File: src/rtl/alloc_pkg.sv
// Shared defaults and index types for the queue-slot allocator.
package alloc_pkg;

    localparam int ALLOC_NREQ   = 4;
    localparam int ALLOC_NSLOT  = 4;
    localparam int ALLOC_ID_W   = $clog2(ALLOC_NREQ);
    localparam int ALLOC_SLOT_W = $clog2(ALLOC_NSLOT);

    typedef logic [ALLOC_SLOT_W-1:0] slot_idx_t;
    typedef logic [ALLOC_ID_W-1:0]   req_idx_t;
    typedef logic [ALLOC_NSLOT-1:0]  slot_vec_t;

endpackage

File: src/rtl/rr_arbiter.sv
// Combinational round-robin pick: first set req bit at or above ptr, wrapping.
module rr_arbiter #(
    parameter int N  = 4,
    parameter int PW = $clog2(N)
) (
    input  logic [N-1:0]  req,
    input  logic [PW-1:0] ptr,
    output logic [N-1:0]  gnt,
    output logic [PW-1:0] gnt_idx,
    output logic          any
);

    int unsigned idx;
    logic        found;

    // Scan N positions starting at ptr; the first requesting one wins.
    always_comb begin
        gnt     = '0;
        gnt_idx = '0;
        found   = 1'b0;
        idx     = 0;
        for (int unsigned i = 0; i < N; i++) begin
            idx = (int'(ptr) + i) % N;
            if (!found && req[idx]) begin
                found    = 1'b1;
                gnt[idx] = 1'b1;
                gnt_idx  = PW'(idx);
            end
        end
        any = found;
    end

endmodule

File: src/rtl/alloc_arbiter.sv
// Round-robin allocator for the QValid slot pool with owner-checked release.
module alloc_arbiter
    import alloc_pkg::*;
#(
    parameter int NREQ   = ALLOC_NREQ,
    parameter int NSLOT  = ALLOC_NSLOT,
    parameter int ID_W   = $clog2(NREQ),
    parameter int SLOT_W = $clog2(NSLOT),
    parameter int CNT_W  = $clog2(NSLOT + 1)
) (
    input  logic              clk,
    input  logic              rst,
    input  logic [NREQ-1:0]   req,
    output logic [NREQ-1:0]   gnt,
    output logic [SLOT_W-1:0] gnt_slot,
    input  logic              rel,
    input  logic [SLOT_W-1:0] rel_slot,
    input  logic [ID_W-1:0]   rel_id,
    output logic [NSLOT-1:0]  QValid,
    output logic              full,
    output logic              empty,
    output logic [CNT_W-1:0]  cnt,
    output logic              err
);

    logic [ID_W-1:0]   owner [NSLOT];
    logic [ID_W-1:0]   rr_ptr;
    logic [ID_W-1:0]   rr_ptr_next;

    logic [NREQ-1:0]   arb_gnt;
    logic [ID_W-1:0]   winner;
    logic              arb_any;
    logic              do_grant;

    logic              has_free;
    logic              rel_legal;
    logic [NSLOT-1:0]  qv_next;
    logic [CNT_W-1:0]  cnt_next;

    rr_arbiter #(
        .N  (NREQ),
        .PW (ID_W)
    ) u_rr (
        .req     (req),
        .ptr     (rr_ptr),
        .gnt     (arb_gnt),
        .gnt_idx (winner),
        .any     (arb_any)
    );

    // A grant needs a requester, a free slot, and the block out of reset.
    always_comb begin
        do_grant = arb_any && !full && !rst;
        gnt      = do_grant ? arb_gnt : '0;
    end

    // Lowest-numbered free slot, scanned from the top so the lowest wins.
    always_comb begin
        gnt_slot = '0;
        has_free = 1'b0;
        for (int unsigned i = NSLOT; i > 0; i--) begin
            if (!QValid[i-1]) begin
                gnt_slot = SLOT_W'(i - 1);
                has_free = 1'b1;
            end
        end
    end

    // Release is legal only for an in-range, valid slot owned by rel_id;
    // the loop lookup makes out-of-range rel_slot fall through as illegal.
    always_comb begin
        rel_legal = 1'b0;
        for (int unsigned i = 0; i < NSLOT; i++) begin
            if (rel && rel_slot == SLOT_W'(i) && QValid[i] && owner[i] == rel_id) begin
                rel_legal = 1'b1;
            end
        end
    end

    // Next slot-valid vector; granted slot is free and released slot is
    // valid, so the two updates never touch the same bit.
    always_comb begin
        qv_next = QValid;
        for (int unsigned i = 0; i < NSLOT; i++) begin
            if (do_grant && gnt_slot == SLOT_W'(i)) begin
                qv_next[i] = 1'b1;
            end
            if (rel_legal && rel_slot == SLOT_W'(i)) begin
                qv_next[i] = 1'b0;
            end
        end
    end

    // Occupancy count: grant adds one, legal release removes one.
    always_comb begin
        cnt_next = cnt;
        if (do_grant && !rel_legal) begin
            cnt_next = cnt + 1'b1;
        end else if (!do_grant && rel_legal) begin
            cnt_next = cnt - 1'b1;
        end
    end

    // Pointer moves to the requester after the winner, wrapping at NREQ.
    always_comb begin
        if (winner == ID_W'(NREQ - 1)) begin
            rr_ptr_next = '0;
        end else begin
            rr_ptr_next = winner + 1'b1;
        end
    end

    // Pool state registers.
    always_ff @(posedge clk or posedge rst) begin
        if (rst) begin
            QValid <= '0;
            cnt    <= '0;
            full   <= 1'b0;
            empty  <= 1'b1;
            err    <= 1'b0;
            rr_ptr <= '0;
        end else begin
            QValid <= qv_next;
            cnt    <= cnt_next;
            full   <= (cnt_next == CNT_W'(NSLOT));
            empty  <= (cnt_next == '0);
            err    <= rel && !rel_legal;
            if (do_grant) begin
                rr_ptr <= rr_ptr_next;
            end
        end
    end

    // Owner table: record the winner against the slot it was handed.
    always_ff @(posedge clk or posedge rst) begin
        if (rst) begin
            for (int unsigned i = 0; i < NSLOT; i++) begin
                owner[i] <= '0;
            end
        end else begin
            for (int unsigned i = 0; i < NSLOT; i++) begin
                if (do_grant && gnt_slot == SLOT_W'(i)) begin
                    owner[i] <= winner;
                end
            end
        end
    end

endmodule

File: config.mk
export PLATFORM = sky130hd
export DESIGN_NAME = alloc_arbiter
export DESIGN_NICKNAME = d
export VERILOG_FILES = /design/src/rtl/alloc_pkg.sv /design/src/rtl/rr_arbiter.sv /design/src/rtl/alloc_arbiter.sv
export SDC_FILE = /design/constraint.sdc
export NUM_CORES = 1
export LEC_CHECK = 0
export CAP_MARGIN = 20
export CELL_PAD_IN_SITES_DETAIL_PLACEMENT = 0
export CELL_PAD_IN_SITES_GLOBAL_PLACEMENT = 1
export CORE_ASPECT_RATIO = 1.25
export CORE_MARGIN = 4
export CORE_UTILIZATION = 30
export CTS_BUF_LIST = sky130_fd_sc_hd__clkbuf_8
export DETAILED_ROUTE_END_ITERATION = 10
export PLACE_DENSITY_LB_ADDON = 0.3
export SLEW_MARGIN = 20
export SYNTH_ARGS = -nofsm -noshare
export SYNTH_HDL_FRONTEND = slang
export SYNTH_HIERARCHICAL = 1
export SYNTH_SLANG_ARGS = --single-unit
File: constraint.sdc
create_clock -name clk -period 6.17 [get_ports clk]
set_input_delay 0.9255 -clock clk [delete_from_list [all_inputs] [get_ports clk]]
set_output_delay 0.9255 -clock clk [all_outputs]
set_load 0.02 [all_outputs]
# Word level (Yosys, flattened, before mapping)
# Index checks and enable logic that the tools add are counted.
# W data, S select, Z words.
totals:
  regBits: 20
  in_bits: 11
  output_inout_bits: 16
  wordCells: 136
op_classes:
  addsub: 6
  magnitude_cmp: 8
  eq_ne: 12
  mux: 48
  bitwise_logic: 3
  n_reduce_logical: 46
op_table:
  columns: ["operator", "n"]
  rows:
  - ["$logic_and A1 B1 Y1", 32]
  - ["$mux W1", 24]
  - ["$mux W4", 5]
  - ["$mux W2", 9]
  - ["$lt A2 B3 Y1 const B", 4]
  - ["$or A4 B4 Y4", 3]
  - ["$eq A2 B2 Y1 const B", 5]
  - ["$bmux W1 S2", 4]
  - ["$demux W1 S2", 4]
  - ["$eq A2 B2 Y1", 4]
  - ["$ge A2 B1 Y1 const B", 4]
  - ["$reduce_bool A2 Y1", 4]
  - ["$logic_not A1 Y1", 7]
  - ["$mux W3", 2]
  - ["$add A2 B1 Y2 const B", 2]
  - ["$add A2 B2 Y2 const B", 2]
  - ["$eq A2 B1 Y1 const B", 2]
  - ["$logic_not A2 Y1", 2]
  - ["$add A3 B1 Y3 const B", 1]
  - ["$eq A3 B3 Y1 const B", 1]
  - ["$logic_not A3 Y1", 1]
  - ["$sub A3 B1 Y3 const B", 1]

# Depth between registers and ports, before layout
depth:
  word_depth: 19
  depth_mapped: 14
  mapped_depth_nobuf: 11

# Hierarchy
# The synthesis kept the hierarchy.
modules_own_cells:
  columns: ["module", "n_inst", "cells_per_inst", "area_per_inst_um2", "seq_area_each_um2"]
  rows:
  - ["alloc_arbiter", 1, 101, 1072.3, 501.7]
  - ["rr_arbiter", 1, 45, 422.9, 0.0]

# Worst setup path after synthesis
# OpenSTA, ideal clock, no wires.
synth_path:
  kind: "input port to output port"
  start: "in req[2]"
  end: "out gnt[0]"
  arrival_ns: 2.562
  path_slack_ns: 2.682
  stages: 7
  n_path_buf: 2
  path_cell_list: "mux4_1 > nor3_1 > nand2b_1 > and3_1 > clkbuf_1 > clkbuf_1 > and2_1"
synth_via:
  elab_chain_cells: 15
  elab_cells_between_ends: 28
  classes_between: "17 x mux; 3 x bitwise; 8 x reduce/logical"
synth_rtl:
  columns: ["item", "line_no", "source"]
  rows:
  - ["start: declaration", "alloc_arbiter.sv:13", "input logic [NREQ-1:0] req,"]
  - ["$bmux W1 S2", "rr_arbiter.sv:24", "if (!found && req[idx]) begin"]
  - ["$mux W1 (implied by the code)", "rr_arbiter.sv:24", null]
  - ["$mux W1", "rr_arbiter.sv:24", null]
  - ["$logic_not A1 Y1", "rr_arbiter.sv:24", null]
  - ["$logic_and A1 B1 Y1", "rr_arbiter.sv:24", null]
  - ["$mux W1", "rr_arbiter.sv:24", null]
  - ["$logic_not A1 Y1", "rr_arbiter.sv:24", null]
  - ["$logic_and A1 B1 Y1", "rr_arbiter.sv:24", null]
  - ["$mux W1", "rr_arbiter.sv:24", null]
  - ["$logic_not A1 Y1", "rr_arbiter.sv:24", null]
  - ["$logic_and A1 B1 Y1", "rr_arbiter.sv:24", null]
  - ["$mux W1 *", "rr_arbiter.sv:24", null]
  - ["net arb_any", "alloc_arbiter.sv:32", "logic arb_any;"]
  - ["$logic_and A1 B1 Y1 * (2 in series)", "alloc_arbiter.sv:53", "do_grant = arb_any && !full && !rst;"]
  - ["$mux W4 *", "alloc_arbiter.sv:54", "gnt = do_grant ? arb_gnt : '0;"]
  - ["end: declaration", "alloc_arbiter.sv:14", "output logic [NREQ-1:0] gnt,"]
# Mark *: on every way through the listed nets, which the timed path passes. The rest lies on a longest branch. The select of a mux whose other input is x is not followed.

# Worst setup path in the final report
layout_path:
  start: "in req[2]"
  end: "out gnt[1]"
# Same word-level chain as after synthesis.

==> impl_metrics.toml <==
[run_status]
run_status = "finished clean"

[layout]
layout.nets = 192
final_common_cell = "clkdlybuf4s50_1"
n_fill_cell = 495
antenna_cells = 0
drive_above_1_share = 0.1337
syn2layout_area_growth_pct = 25.44
mostFrequentLayoutCells = "clkdlybuf4s50_1 (26), dfrtp_1 (19), nor2_1 (13)"

[drt]
vias = 1201
routed_wl_um = 3215
ant_nets = 0
drcViolationCount = 0
vias_per_cell = 5.177
drt-initial-drc-count = 113
wire_per_inst_um = 13.86
drt-pass1-iter-count = 4

[worst_setup_path]
timing.rr.start = "rr_ptr[0]"
crit_fanout = 15
cp.required_ns = 5.24
endpoint_kind = "output port"
cp.arrival_ns = 3.71
r2r-end = "owner[1]"
reg2regPathDepth = 8
reg2reg_slack_ns = 3.11
criticalPathCategory = "in2out"
cp-start-kind = "input port"

[global_route]
grt_pass1_vias = 1231
grt_pass1_wl_um = 5623
grt_max_degree = 23
overflow = 0
grt_use_total = 0.1106
grt_antenna_before_repair = 0

[floorplan]
die_height_um = 86.93
floorplan.initialDensity = 0.3138
core_um2 = 4765
num_rows = 28
fp.dieW_um = 71.15
dieArea_um2 = 6185
io_pins = 27

[synth]
synth_area_um2 = 1495
ys_async_sr_fraction = 1.000
ys_ff_latch = 20
synth_edf_count = 0
syn_avg_cell_area_um2 = 10.24
synth_cell_types = 41
syn_inst = 146
synth_warnings = 6
ys.flop_type = "dfrtp_1"
seq_area_frac_synth = 0.3356
syn-num-nets = 165

[pwr]
power_density_nw_per_um2 = 518.9
p_leak_nw = 0.7730
ir_drop_uv = 182.6
p_total_mw = 0.9733

[sta]
period_needed_ns = 4.638
rsz0062_at_grt = "false"
final_hold_viol_count = 0
max_freq_mhz = 215.6
tns_ns = 0
period_share = 0.7517
final-setup-viol-count = 0
slew_violations = 0
tightest_slew_ns = 0.8659
finClkSkew_ns = 0.001983
relSlewSlack = 0.4178

[worst_hold_path]
min_from = "owner[5]"
hold_path_class = "reg2reg"
hold_end = "owner[5]"
min_path_cells = 1

[clock_tree]
clock_path_buffers = 2
cts_sinks = 20
cts_buffers = 3
hold_buffers = 0
clk_latency_ns = 0.26
htree_levels = 1
post_cts_buffers = 0
cts_resized = 0
cts_tree = "built"
clockRootBuffer = "clkbuf_8"
path_clk_slew_ns = 0.08

[job]
drv_cap = 0

[place]
place_congestion = 0.7908
port_buffers = 26
dp_hpwl_um = 2504
-- cell families after synthesis --
group,synth area share
XOR/XNOR,0.06443
adder cells (fa/ha/maj),0.06695
buffers and inverters,0.04519
flip-flops,0.3356
AND/OR/NAND/NOR,0.1833
multiplexers,0.1565
AO/OA/AOI/OAI,0.1481
-- cells in the mapped netlist (2+ instances only) --
cell	n	area share
mux2_2	10	0.075
ha_1	8	0.067
and3_1	2	0.0084
inv_1	9	0.023
dfrtp_1	19	0.32
a31oi_1	2	0.0084
buf_6	2	0.015
nor2_1	13	0.033
and2_1	4	0.017
xnor2_1	4	0.023
a22oi_1	8	0.040
a21oi_1	4	0.013
xor2_1	7	0.041
nand2_1	10	0.025
nand4b_1	2	0.012
mux2i_1	2	0.013
nand2b_1	2	0.0084
o31ai_1	2	0.010
o21ai_0	6	0.020
mux4_1	3	0.053
nor3_1	5	0.017
clkbuf_1	3	0.0075
-- how the worst max path moves through the flow --
stage / startpoint / endpoint / slack [ns] / depth (start not counted)
global route: req[2] / gnt[1] / 1.34 / 7
CTS: req[2] / gnt[1] / 1.53 / 7
finish: req[2] / gnt[1] / 1.53 / 7
global placement: req[2] / gnt[1] / 1.62 / 7
detailed placement: req[2] / gnt[1] / 1.53 / 7
floorplan: req[2] / gnt[0] / 2.68 / 7
-- per-layer routing --
layer | track usage | share of wire
met1 | 0.1327 | 0.43
met2 | 0.2015 | 0.53
met3 | 0.03118 | 0.035
met4 | 0.01197 | 0.0037
met5 | 0 | 0
-- area by class of cell --
type / instances / area, um^2 / area share
multi-input cells: 112 / 925.9 / 0.4937
flip-flops and latches: 20 / 501.7 / 0.2675
repair buffers: 27 / 267.8 / 0.1428
well taps: 60 / 75.07 / 0.04003
clock buffers: 3 / 41.29 / 0.02201
inverters: 9 / 33.78 / 0.01801
clock inverters: 1 / 30.03 / 0.01601
-- state kept, by name, summed over array words and instances (netlist names) --
name / count
owner: 8
QValid: 4
cnt: 3
rr_ptr: 2
empty: 1
err: 1
full: 1
-- through the flow --
step | utilization | setup slack (ns) | hold slack [ns] | instance area (um^2) | cells
after global routing | 0.3936 | 1.343 | 0.5574 | 1876 | 232
after global placement | 0.3787 | 1.625 | 0.5153 | 1804 | 228
after CTS | 0.3936 | 1.534 | 0.5353 | 1876 | 232
final | 0.3936 | 1.532 | 0.5296 | 1876 | 232
after detailed placement | 0.3787 | 1.529 | 0.5169 | 1804 | 228
after floorplan | - | 2.682 | 0.4994 | 1495 | 146
-- critical path: stages --
cell and delay, ns:
clkdlybuf4s50_1 0.47, mux4_1 0.74, nor3_1 0.32, nand2b_1 0.13
and3_1 0.35, and2_1 0.23, clkdlybuf4s50_1 0.54
-- power breakdown --
group	internal (mW)	switching [mW]	total (mW)
Sequential	0.187	0.0660	0.253
Combinational	0.277	0.311	0.589
Clock	0.0866	0.0450	0.132
(Power assumes the default switching activity.)
